[config.mk]
export PLATFORM = sky130hd
export DESIGN_NAME = frame_color_stats
export DESIGN_NICKNAME = d
export VERILOG_FILES = /design/src/rtl/frame_color_stats.sv
export SDC_FILE = /design/constraint.sdc
export NUM_CORES = 1
export LEC_CHECK = 0
export BUFFER_PORTS_ARGS = -buffer_cell sky130_fd_sc_hd__clkbuf_2
export CORE_MARGIN = 8
export CORE_UTILIZATION = 40
export CTS_CLUSTER_DIAMETER = 200
export DETAILED_ROUTE_END_ITERATION = 6
export PLACE_DENSITY = 0.61
export SYNTH_ARGS = -nofsm -noshare
export SYNTH_HDL_FRONTEND = slang
export SYNTH_SLANG_ARGS = --single-unit
[constraint.sdc]
create_clock -name PCLK -period 2.4 [get_ports PCLK]
set_input_delay 0.48 -clock PCLK [delete_from_list [all_inputs] [get_ports PCLK]]
set_output_delay 0.48 -clock PCLK [all_outputs]
set_load 0.005 [all_outputs]
[src/rtl/frame_color_stats.sv]
// Per-frame colour analyser: counts TARGET-coloured pixels and their bounding box on the capture write stream.
// Optional per-colour histogram output enabled by defining FRAME_COLOR_STATS_HIST_EN.
module frame_color_stats #(
    parameter int unsigned    AW        = 15,
    parameter int unsigned    DW        = 3,
    parameter int unsigned    WIDTH     = 160,
    parameter int unsigned    HEIGHT    = 120,
    parameter logic [DW-1:0]  TARGET    = 3'b100,
    parameter int unsigned    MIN_COUNT = 200
) (
    input  logic          PCLK,
    input  logic          rst,
    input  logic          VSYNC,
    input  logic [AW-1:0] mem_px_addr,
    input  logic [DW-1:0] mem_px_data,
    input  logic          px_wr,
    output logic [AW-1:0] match_count,
    output logic [7:0]    x_min,
    output logic [7:0]    x_max,
    output logic [6:0]    y_min,
    output logic [6:0]    y_max,
    output logic          detected,
    output logic          result_valid,
    output logic          frame_err
`ifdef FRAME_COLOR_STATS_HIST_EN
    ,
    output logic [8*AW-1:0] hist
`endif
);

    localparam int unsigned   NPIX      = WIDTH * HEIGHT;
    localparam logic [AW-1:0] LAST_ADDR = AW'(NPIX - 1);
    localparam logic [7:0]    X_LAST    = 8'(WIDTH - 1);
    localparam logic [6:0]    Y_LAST    = 7'(HEIGHT - 1);
    localparam logic [AW-1:0] CNT_MAX   = '1;
    localparam logic [AW-1:0] MIN_CNT   = AW'(MIN_COUNT);

    typedef enum logic [1:0] {
        IDLE,
        ACCUM,
        PUBLISH
    } state_t;

    state_t        state;
    logic          px_wr_d;
    logic          vsync_d;
    logic [7:0]    x_cnt;
    logic [6:0]    y_cnt;
    logic [AW-1:0] acc_cnt;
    logic [7:0]    acc_x_min;
    logic [7:0]    acc_x_max;
    logic [6:0]    acc_y_min;
    logic [6:0]    acc_y_max;
`ifdef FRAME_COLOR_STATS_HIST_EN
    logic [AW-1:0] acc_bin [8];
`endif

    logic accept;
    logic hit;
    logic eof;
    logic vs_fall;
    logic vs_rise;

    // A write is taken only on the rising edge of the registered strobe.
    assign accept  = px_wr & ~px_wr_d;
    assign hit     = accept && (mem_px_data == TARGET);
    assign eof     = accept && (((x_cnt == X_LAST) && (y_cnt == Y_LAST)) || (mem_px_addr == LAST_ADDR));
    assign vs_fall = vsync_d & ~VSYNC;
    assign vs_rise = VSYNC & ~vsync_d;

    always_ff @(posedge PCLK or negedge rst) begin
        if (!rst) begin
            state        <= IDLE;
            px_wr_d      <= 1'b0;
            vsync_d      <= 1'b0;
            x_cnt        <= '0;
            y_cnt        <= '0;
            acc_cnt      <= '0;
            acc_x_min    <= X_LAST;
            acc_x_max    <= '0;
            acc_y_min    <= Y_LAST;
            acc_y_max    <= '0;
            match_count  <= '0;
            x_min        <= X_LAST;
            x_max        <= '0;
            y_min        <= Y_LAST;
            y_max        <= '0;
            detected     <= 1'b0;
            result_valid <= 1'b0;
            frame_err    <= 1'b0;
`ifdef FRAME_COLOR_STATS_HIST_EN
            hist         <= '0;
            for (int k = 0; k < 8; k++) acc_bin[k] <= '0;
`endif
        end else begin
            px_wr_d      <= px_wr;
            vsync_d      <= VSYNC;
            result_valid <= 1'b0;
            frame_err    <= 1'b0;
            case (state)
                IDLE: begin
                    if (vs_fall) begin
                        x_cnt     <= '0;
                        y_cnt     <= '0;
                        acc_cnt   <= '0;
                        acc_x_min <= X_LAST;
                        acc_x_max <= '0;
                        acc_y_min <= Y_LAST;
                        acc_y_max <= '0;
`ifdef FRAME_COLOR_STATS_HIST_EN
                        for (int k = 0; k < 8; k++) acc_bin[k] <= '0;
`endif
                        state     <= ACCUM;
                    end
                end
                ACCUM: begin
                    if (accept) begin
                        if (hit) begin
                            if (acc_cnt != CNT_MAX) acc_cnt <= acc_cnt + AW'(1);
                            if (x_cnt < acc_x_min) acc_x_min <= x_cnt;
                            if (x_cnt > acc_x_max) acc_x_max <= x_cnt;
                            if (y_cnt < acc_y_min) acc_y_min <= y_cnt;
                            if (y_cnt > acc_y_max) acc_y_max <= y_cnt;
                        end
`ifdef FRAME_COLOR_STATS_HIST_EN
                        acc_bin[mem_px_data] <= acc_bin[mem_px_data] + AW'(1);
`endif
                        if (x_cnt == X_LAST) begin
                            x_cnt <= '0;
                            y_cnt <= y_cnt + 7'd1;
                        end else begin
                            x_cnt <= x_cnt + 8'd1;
                        end
                    end
                    // The final pixel wins over a coincident VSYNC rise.
                    if (eof) begin
                        state <= PUBLISH;
                    end else if (vs_rise) begin
                        frame_err <= 1'b1;
                        state     <= IDLE;
                    end
                end
                PUBLISH: begin
                    match_count  <= acc_cnt;
                    x_min        <= acc_x_min;
                    x_max        <= acc_x_max;
                    y_min        <= acc_y_min;
                    y_max        <= acc_y_max;
                    detected     <= (acc_cnt >= MIN_CNT);
                    result_valid <= 1'b1;
`ifdef FRAME_COLOR_STATS_HIST_EN
                    for (int k = 0; k < 8; k++) hist[k*AW +: AW] <= acc_bin[k];
`endif
                    state        <= IDLE;
                end
                default: state <= IDLE;
            endcase
        end
    end

endmodule

### Yosys cells after proc, flatten, opt, wreduce, memory -nomap -nowiden

Index checks and enable logic that the tools add are counted.

* reductions and logical operators: 14
* magnitude comparators: 5
* $add $sub $neg: 3
* bitwise logic cells: 6
* muxes and demuxes: 39
* equal/unequal tests: 17

Operator list (count)
* 8-bit two-way mux: 10
* 7-bit two-way mux: 10
* 15-bit two-way mux: 4
* 8-bit one-hot mux with 2 select lines: 3
* 7-bit one-hot mux with 2 select lines: 3
* 15-bit one-hot mux with 2 select lines: 1
* 5-bit AND reduction: 5
* 2-bit != test (second input constant): 9
* 15-bit by 1-bit adder with 15-bit output (second input constant): 1
* 15-bit equality test (second input constant): 1
* 15-bit by 8-bit >= comparator with 1-bit output (second input constant): 1
* 15-bit != test (second input constant): 1
* 8-bit by 1-bit adder with 8-bit output (second input constant): 1
* 8-bit equality test (second input constant): 1
* 8-bit greater-than comparator: 1
* 8-bit < comparator: 1
* 7-bit by 1-bit adder with 7-bit output (second input constant): 1
* 7-bit equality test (second input constant): 1
* 7-bit greater-than comparator: 1
* 7-bit < comparator: 1
* 2-bit two-way mux: 3
* 1-bit two-way mux: 4
* 2-bit one-hot mux with 2 select lines: 1
* 4-bit AND reduction: 1
* 12 further kinds: 18

* word-level logic and storage cells: 102
* output and inout bits: 48
* bits in registers: 112
* bits of input ports: 22

### Longest topological paths before layout

Gate-level depths: netlist (run 1).

* word-level depth: 6
* depth in mapped cells: 8
* gate-level depth less buffers: 7

### Worst setup path after synthesis (run 1)

OpenSTA, ideal clock, no wires.

* kind: input -> register
* start point: input port VSYNC
* end point: register acc_cnt[11]
* cell stages on the path: 6
* arrival time: 1.758 ns
* library setup time: 0.120 ns
* setup slack: 0.522 ns
* data required time: 2.280 ns
* path through: nand2b_1 > or3_1 > buf_2 > a211oi_4 > a21oi_1 > a31o_2

* cells in the longest elaborated chain, start to end: 4

Ends and longest elaborated chain
* start: declaration: RTL line 13 `input logic VSYNC,`
* 1-bit NOT: RTL line 68 `assign vs_fall = vsync_d & ~VSYNC;`
* 1-bit bitwise AND: RTL line 68
* 2-bit != test (no source line)
* 5-bit AND reduction (no source line)
* end signal: assignment: RTL line 119 `if (acc_cnt != CNT_MAX) acc_cnt <= acc_cnt + AW'(1);`
* end: declaration: RTL line 49 `logic [AW-1:0] acc_cnt;`

No other way between the ends.
A chain may end at the register's enable or synchronous reset.

### Worst setup path after layout (run 1)

* start point: register state[1]
* end point: register acc_cnt[11]

* cells in the longest elaborated chain, start to end: 3
* elaborated cells on any way between the ends: 9
* classes of those cells: eq/ne (5); mux (1); reduce/logical (3)

Ends and longest elaborated chain
* start: declaration: RTL line 44 `state_t state;`
* start signal: assignment: RTL line 73 `state <= IDLE;`
* start signal: assignment: RTL line 113 `state <= ACCUM;`
* start signal: assignment: RTL line 137 `state <= PUBLISH;`
* 2-bit by 1-bit equality test with 1-bit output or 2-bit zero test (tied branches): RTL line 100 `case (state)`
* 2-bit != test (no source line) or 2-bit nonzero test (tied branches)
* 5-bit AND reduction (no source line)

Several ways; a longest one is shown, not always the timed one.

==> results.cfg, run 1 <==
[floorplanning]
die_h_um = 135.9
dieWidth_um = 135.9
die_area_mm2 = 0.01846
pin_count = 70
start_util_pct = 40.29
rows = 44
core_region_area_mm2 = 0.01426

[pwr]
power_mw = 4.238
irDropWorstVdd_mv = 0.3407
p_per_area_mw_per_mm2 = 632.2
power.leakage_nw = 3.293

[detailed_routing]
vias = 4296
met2_length_mm = 6.279
via_per_inst = 5.207
drc_errors = 0
drtAntennaViolNets = 0
wl_met3_um = 522
drt_first_pass_iters = 5
wl_met1_mm = 6.117
post_drt_wl_per_cell_um = 16.04
top_layer_used = met5
drt_wl_total_mm = 13.23
initialDrtViolationCount = 252

[synth]
yosysTopAreaCell = dfrtp_1
yosysWarnings = 0
synth_top_area_share_pct = 38.33
synthTopCellsByArea = dfrtp_1 (38%), dfstp_2 (11%), ha_1 (7.0%), mux2i_1 (5.7%), nand2_1 (5.1%)
ys_ff_latch = 112
async_reset_ff_share_pct = 100.0
syn_area_per_cell_um2 = 10.30
synth_common_cells = dfrtp_1 (88), nand2_1 (78), nor2_1 (50)
synth_cells = 558
synth.distinct_cells = 54
seq_area_frac_synth_pct = 49.30
synth_nets = 612
ys.flop_type = dfrtp_1
yosysMostFrequentCell = dfrtp_1
synth_edf_count = 0
netlist_area_mm2 = 0.005746

[clock_tree]
insertion_delay_ps = 340
cts_htree_levels = 3
post-cts-setup-buffers = 0
root_buffer = clkbuf_16
cts_buffers = 9
cts_buffer_depth = 2
cts_hold_buf = 0
cts_tree = done
path_clk_slew_ps = 70
clock_sinks = 112
ctsResizeCount = 0

[worst_setup_path]
required_ps = 2640
cp-start-kind = register
crit_path_max_incr_delay_ps = 540
arrival_ps = 2440
critPathKind = reg2reg
cpMaxStageDelayCell = dfrtp_1
crit_path_end_kind = register
cp_max_fo = 12
critical_path.cell_chain = nor4b_4 -> o211ai_4 -> a211oi_4 -> a21oi_1 -> a31o_2

[timing]
rsz0062_at_grt = no
finalCritPeriodShare_pct = 91.97
fmax_mhz = 453.0
hold_viol_final = 0
min_period_ps = 2207
fin_skew_ps = 5.468
slew_headroom_pct = 56.53
final.setup.tns_ps = 0
worst_slew_pin_slew_ps = 648.9
setup_violations = 0
timing.hold.ws_ps = 138.9
slew_viol_final = 0

[layout]
final_cell_area_mm2 = 0.006704
final_util_pct = 47.02
nets = 690
drive_gt1_share_pct = 26.21
syn_to_final_growth_pct = 16.68
n_antenna_cell = 0
fillers = 1334

[placement]
globalplace.congestion = 0.8800
placed_cell_area_mm2 = 0.006404
hpwl_mm = 9.791
io_buffers = 69

[grt]
grt_first_pass_wirelength_mm = 22.39
grt_pass1_vias = 4464
globalRouteTotalUtil_pct = 15.06
gr-total-overflow = 0
grt_max_degree = 46
antenna_found_initial = 1

[hold_path]
min-delay-path-class = in2async

[run]
cap_violations = 0

[status]
status = completed
## critical path, delay by kind of cell, from the launching register on
family          cells  cell delay (ps)
flops               1              540
simple gates        1              430
compound gates      4             1120
## layout by cell type, fill, tap and decap left out, drive strengths merged, types with 15 or more instances in the layout
cell type / n
inv: 35
nor2: 51
o21ai: 47
clkbuf: 81
dfstp: 24
dfrtp: 88
mux2i: 33
nand3: 17
nand2: 78
a21oi: 15
mux2: 16
buf: 22
ha: 32
## state kept, by name, summed over array words and instances, names as in the netlist, 8 cells and up
signal / flops
acc_x_min: 8
match_count: 15
x_max: 8
acc_x_max: 8
acc_cnt: 15
x_min: 8
x_cnt: 8
## kinds of logic (layout without fill, tap and decap cells)
group | after synthesis | count (layout) | share of synthesized area (%)
AO/OA/AOI/OAI | 86 | 86 | 10.08
XOR/XNOR | 13 | 13 | 1.982
adder cells (fa/ha/maj) | 32 | 32 | 6.969
buffers and inverters | 58 | 141 | 4.334
flip-flops | 112 | 112 | 49.30
multiplexers | 49 | 49 | 8.885
AND/OR/NAND/NOR | 208 | 208 | 18.45
## per-layer routing
| metal | up-vias | track usage, % |
|---|---|---|
| met3 | 27 | 2.254 |
| met5 | - | 0 |
| met4 | 2 | 7.566 |
| li1 | 2084 | - |
| met2 | 99 | 23.98 |
| met1 | 2084 | 19.64 |
## stage by stage
step,worst slack [ps],std cells
6_report,192.6,825
5_1_grt,86.00,825
4_1_cts,219.2,825
3_5_place_dp,180.3,809
3_3_place_gp,223.2,809
2_1_floorplan,521.7,558
## power by group
part / switching [mW] / internal [mW] / total, mW / leakage [nW]
sequential: 0.103 / 1.98 / 2.08 / 1.47
combinational: 0.393 / 0.248 / 0.641 / 1.68
clock: 0.653 / 0.865 / 1.52 / 0.150
total: 1.15 / 3.09 / 4.24 / 3.29
## path summary, 6_finish.rpt
path | endpoint | from | depth (start not counted) | slack [ps]
setup / recovery | acc_cnt[11] | state[1] | 5 | 190
hold / removal | detected | rst | 1 | 140
setup reg to reg | acc_cnt[11] | state[1] | 5 | 190
hold reg to reg | x_max[5] | x_max[5] | 2 | 480
max in group asynchronous | acc_y_min[4] | rst | 2 | 1590
min in group PCLK | px_wr_d | px_wr | 1 | 270
## layout make-up
class | count | area (µm²) | area share, %
clock buffers | 13 | 260.3 | 3.882
clock inverters | 3 | 40.04 | 0.5972
inverters | 35 | 131.4 | 1.960
multi-input cells | 388 | 2666 | 39.77
flip-flops and latches | 112 | 2833 | 42.25
well taps | 184 | 230.2 | 3.434
repair buffers | 90 | 543.0 | 8.100
Power figures use the tool's default switching activity.
==> run 2, diff against run 1 <==
--- a/config.mk
+++ b/config.mk
@@ -5,12 +5,14 @@
 export SDC_FILE = /design/constraint.sdc
 export NUM_CORES = 1
 export LEC_CHECK = 0
+export ABC_AREA = 1
 export BUFFER_PORTS_ARGS = -buffer_cell sky130_fd_sc_hd__clkbuf_2
 export CORE_MARGIN = 8
 export CORE_UTILIZATION = 40
 export CTS_CLUSTER_DIAMETER = 200
 export DETAILED_ROUTE_END_ITERATION = 6
-export PLACE_DENSITY = 0.61
+export PLACE_DENSITY = 0.64
+export SKIP_CTS_REPAIR_TIMING = 1
 export SYNTH_ARGS = -nofsm -noshare
 export SYNTH_HDL_FRONTEND = slang
 export SYNTH_SLANG_ARGS = --single-unit
==> constraint.sdc (replaced) <==
create_clock -name PCLK -period 2 [get_ports PCLK]
set_input_delay 0.4 -clock PCLK [delete_from_list [all_inputs] [get_ports PCLK]]
set_output_delay 0.4 -clock PCLK [all_outputs]
set_load 0.005 [all_outputs]
==> run 2 against run 1 <==
Effect of this change: core utilization up 0.92 points; critical path depth up 4; area after synthesis up 2.8%; synthesized cell count up 35%; sequential cell count unchanged; clock skew up 2.5 ps; via count up 18%; combinational power up 110%; fmax up 17%.
==> results.cfg, run 2 <==
[detailed_routing]
vias = 5053
drt_first_pass_iters = 4
initialDrtViolationCount = 404
drtAntennaViolNets = 0
post_drt_wl_per_cell_um = 13.91
drt_wl_total_mm = 14.30
drc_errors = 0
via_per_inst = 4.915

[worst_setup_path]
cp-start-kind = register
path_common_cell = nand2_1
critPathKind = reg2reg
cp_max_fo = 9
critical_path.cell_chain = inv_1 -> ha_1 -> a21oi_1 -> nand2_1 -> nor2_1 -> nand2_2 -> nand2_2 -> nand2_1 -> nand2_1
cpMaxStageDelayCell = dfstp_2
crit_family = simple AND/OR/NAND/NOR gates
crit_path_end_kind = register
arrival_ps = 2180
crit_path_max_incr_delay_ps = 540
rrSetupSlack_ps = 110
critical_path_buf_inv_count = 1
required_ps = 2290

[floorplanning]
pin_count = 70
die_h_um = 137.5
rows = 44
core_region_area_mm2 = 0.01448
start_util_pct = 40.81
dieWidth_um = 137.5
die_area_mm2 = 0.01892

[run]
cap_violations = 0

[placement]
dpl.cell_count = 1011
io_buffers = 69
pre_cts_slack_ps = 131.7
placed_cell_area_mm2 = 0.006605
hpwl_mm = 10.36
globalplace.congestion = 0.8379

[synth]
synth_common_cells = nand2_1 (244), dfrtp_1 (88), inv_1 (77)
yosysMostFrequentCell = nand2_1
seq_area_frac_synth_pct = 47.95
netlist_area_mm2 = 0.005908
yosysWarnings = 0
ys.flop_type = dfrtp_1
syn_area_per_cell_um2 = 7.836
synth.distinct_cells = 29
yosysTopAreaCell = dfrtp_1
synth_top_area_share_pct = 37.27
async_reset_ff_share_pct = 100.0
synth_edf_count = 0
synth_nets = 808
synthTopCellsByArea = dfrtp_1 (37%), nand2_1 (16%), dfstp_2 (11%), ha_1 (6.8%), nand3_1 (5.3%)
ys_ff_latch = 112
synth_cells = 754

[layout]
final_util_pct = 47.93
multi_input_area_mm2 = 0.002679
layout_commonest_cell = nand2_1
ff_latch_area_mm2 = 0.002834
nets = 893
drive_gt1_share_pct = 18.48
syn_to_final_growth_pct = 17.47
stdcell_count = 1028
layout_common_cells = nand2_1 (243), dfrtp_1 (87), inv_1 (77)
reg_top3 = acc_cnt: 15 flops, match_count: 15 flops
fillers = 1431
final_cell_area_mm2 = 0.006940
n_antenna_cell = 0

[grt]
gr-total-overflow = 0
grt_max_degree = 112
grt_pass1_vias = 4939
antenna_found_initial = 0
globalRouteTotalUtil_pct = 16.05
grt_first_pass_wirelength_mm = 24.09

[pwr]
power_mw = 5.891
irDropWorstVdd_mv = 0.4412
power.leakage_nw = 3.521
p_per_area_mw_per_mm2 = 848.8

[clock_tree]
clock_sinks = 112
cts_tree = done
path_clk_slew_ps = 70
cts_buffers = 9
insertion_delay_ps = 360
root_buffer = clkbuf_16
cts_buffer_depth = 2
cts_htree_levels = 3

[status]
status = completed

[timing]
min_period_ps = 1888
slew_viol_final = 0
fin_skew_ps = 7.944
slew_headroom_pct = 60.30
worst_slew_pin_slew_ps = 595.4
setup_violations = 0
finalCritPeriodShare_pct = 94.39
fmax_mhz = 529.7
hold_viol_final = 0
fin_ws_ps = 112.1

[hold_path]
min-delay-path-class = in2reg
==> run 2: stage by stage <==
step / hold slack, ps / TNS [ps]
6_report: 165.2 / 0
2_1_floorplan: 104.4 / 0
3_3_place_gp: 193.2 / 0
5_1_grt: 166.2 / -1.421
4_1_cts: -192.7 / 0
3_5_place_dp: 193.3 / 0
==> run 2: cell families after synthesis <==
| group | Yosys count | synth area share (%) |
|---|---|---|
| AND/OR/NAND/NOR | 416 | 30.16 |
| flip-flops | 112 | 47.95 |
| buffers and inverters | 102 | 6.862 |
| AO/OA/AOI/OAI | 88 | 7.666 |
| adder cells (fa/ha/maj) | 32 | 6.777 |
| XOR/XNOR | 4 | 0.5929 |
==> run 2: path summary, 6_finish.rpt <==
path,start,endpoint,cells past startpoint
worst max register to register,acc_x_min[7],acc_x_min[5],9
worst min-delay path,px_wr,px_wr_d,1
worst min register to register,acc_y_min[5],acc_y_min[5],2
worst max-delay path,acc_x_min[7],acc_x_min[5],9
max in group asynchronous,rst,x_cnt[1],3
min in group asynchronous,rst,result_valid,2
==> run 2: cell type report <==
| class | instances | area share [%] |
|---|---|---|
| well taps | 184 | 3.317 |
| multi-input cells | 540 | 38.60 |
| clock buffers | 11 | 3.642 |
| repair buffers | 97 | 8.437 |
| flip-flops and latches | 112 | 40.83 |
| clock inverters | 5 | 0.9014 |
| inverters | 79 | 4.273 |
==> run 2: layer usage <==
metal  vias to the layer above  part of all wire (%)  GRT usage, %
li1                       2613                     -             -
met1                      2335                    48         21.52
met2                        87                    47         25.30
met3                        18                   3.8         2.407
met4                         0                   2.0         6.759
met5                         -                     0             0
==> run 2: where the power goes <==
part           internal [mW]  switching, mW
sequential              2.51          0.170
combinational          0.510          0.805
clock                   1.05          0.852
total                   4.06           1.83
==> run 3, diff against run 2 <==
--- a/config.mk
+++ b/config.mk
@@ -7,7 +7,6 @@
 export LEC_CHECK = 0
 export ABC_AREA = 1
 export BUFFER_PORTS_ARGS = -buffer_cell sky130_fd_sc_hd__clkbuf_2
-export CORE_MARGIN = 8
 export CORE_UTILIZATION = 40
 export CTS_CLUSTER_DIAMETER = 200
 export DETAILED_ROUTE_END_ITERATION = 6
==> run 3 against run 2 <==
Effect of this change: fmax grew 2.5%; combinational power shrank 6%; sequential power hardly changed; sequential share of layout area grew 0.17 points; total power down 1.4%; die area shrank 19%; first-iteration DRC count down 5.4%; critical endpoint is now acc_x_min[1]; critical path type unchanged; sequential cell count unchanged; clock power down 2%; worst setup slack improved by 46 ps; routed wire length shrank 5.2%.
==> results.cfg, run 3 (same netlist as run 2, synthesis figures left out) <==
[status]
status = completed

[floorplanning]
die_h_um = 123.5
core_region_area_mm2 = 0.01448
die_area_mm2 = 0.01526
dieWidth_um = 123.5
pin_count = 70
rows = 44
start_util_pct = 40.81

[worst_setup_path]
cpMaxStageDelayCell = dfstp_2
required_ps = 2300
cp_max_fo = 9
critical_path.cell_chain = inv_1 -> ha_1 -> a21oi_1 -> nand2_1 -> nor2_1 -> nand2_2 -> nand2_2 -> nand2_1 -> nand2_1
cp-start-kind = register
critPathKind = reg2reg
critical_path_buf_inv_count = 1
crit_path_max_incr_delay_ps = 540
crit_path_end_kind = register
crit_family = simple AND/OR/NAND/NOR gates
arrival_ps = 2140
path_common_cell = nand2_1

[hold_path]
min-delay-path-class = in2async

[layout]
layout_common_cells = nand2_1 (244), dfrtp_1 (88), inv_1 (77)
n_antenna_cell = 0
stdcell_count = 1025
fillers = 1454
multi_input_area_mm2 = 0.002673
syn_to_final_growth_pct = 16.92
final_util_pct = 47.71
layout_commonest_cell = nand2_1
ff_latch_area_mm2 = 0.002833
drive_gt1_share_pct = 17.72
nets = 890
final_cell_area_mm2 = 0.006908
reg_top3 = acc_cnt: 15 flops, match_count: 15 flops

[clock_tree]
cts_buffers = 9
cts_htree_levels = 3
cts_buffer_depth = 2
cts_tree = done
clock_sinks = 112
path_clk_slew_ps = 70
root_buffer = clkbuf_16
insertion_delay_ps = 350

[grt]
globalRouteTotalUtil_pct = 19.76
gr-total-overflow = 0
grt_max_degree = 48
grt_pass1_vias = 4805
antenna_found_initial = 0
grt_first_pass_wirelength_mm = 23.32

[detailed_routing]
drc_errors = 0
drtAntennaViolNets = 0
drt_first_pass_iters = 4
post_drt_wl_per_cell_um = 13.23
vias = 5018
drt_wl_total_mm = 13.56
via_per_inst = 4.896
initialDrtViolationCount = 382

[timing]
worst_slew_pin_slew_ps = 474.7
fin_ws_ps = 157.7
final.setup.tns_ps = 0
slew_headroom_pct = 68.35
finalCritPeriodShare_pct = 92.11
rsz0062_at_grt = no
fin_skew_ps = 10.74
setup_violations = 0
fmax_mhz = 542.8
slew_viol_final = 0
hold_viol_final = 0
min_period_ps = 1842
timing.hold.ws_ps = 4.585

[pwr]
irDropWorstVdd_mv = 0.4408
power.leakage_nw = 3.508
p_per_area_mw_per_mm2 = 841.3
power_mw = 5.811

[placement]
globalplace.congestion = 0.8307
placed_cell_area_mm2 = 0.006603
dpl.cell_count = 1009
io_buffers = 69
pre_cts_slack_ps = 120.6
hpwl_mm = 10.04

[run]
cap_violations = 0
run 3: cell types whose count changed in the layout (fill, tap and decap cells not counted), sizes merged:
cell	change
clkinvlp	-1
inv	-1
clkbuf	+2
buf	-2
dlygate4sd3	-1
run 3: path summary, 6_finish.rpt:
path                               from             end  slack, ps  depth (start not counted)
max                        acc_x_min[7]    acc_x_min[1]        160                          9
min                                 rst  match_count[4]          5                          1
max reg2reg                acc_x_min[7]    acc_x_min[1]        160                          9
min reg2reg                acc_y_min[5]    acc_y_min[5]        470                          2
max in group asynchronous           rst    acc_y_min[0]       1340                          2
min in group PCLK                 px_wr         px_wr_d        170                          1
run 3: report_power, final:
part / leakage (nW) / internal (mW) / switching, mW
registers: 1.46 / 2.50 / 0.208
logic: 1.90 / 0.479 / 0.762
clock network: 0.146 / 1.04 / 0.817
total: 3.51 / 4.02 / 1.79
run 3: final cells by class:
class	instances	area share [%]
Inverter	79	4.293
Timing Repair Buffer	94	8.296
Clock inverter	3	0.6158
Tap cell	184	3.333
Clock buffer	13	3.767
Sequential cell	112	41.01
Multi-Input combinational cell	540	38.69
run 3: per-layer routing:
metal	GRT usage, %	wire (µm)	vias to the layer above
li1	-	-	2590
met1	27.26	6670	2323
met2	31.18	6251	95
met3	3.275	519	10
met4	7.078	119	0
met5	0	0	-
run 3: worst register-to-register path, cell delays in order (launching register included):
cell and delay (ps):
dfstp_2 540, inv_1 60, ha_1 300, a21oi_1 150, nand2_1 100, nor2_1 180, nand2_2 160, nand2_2 170
nand2_1 80, nand2_1 60
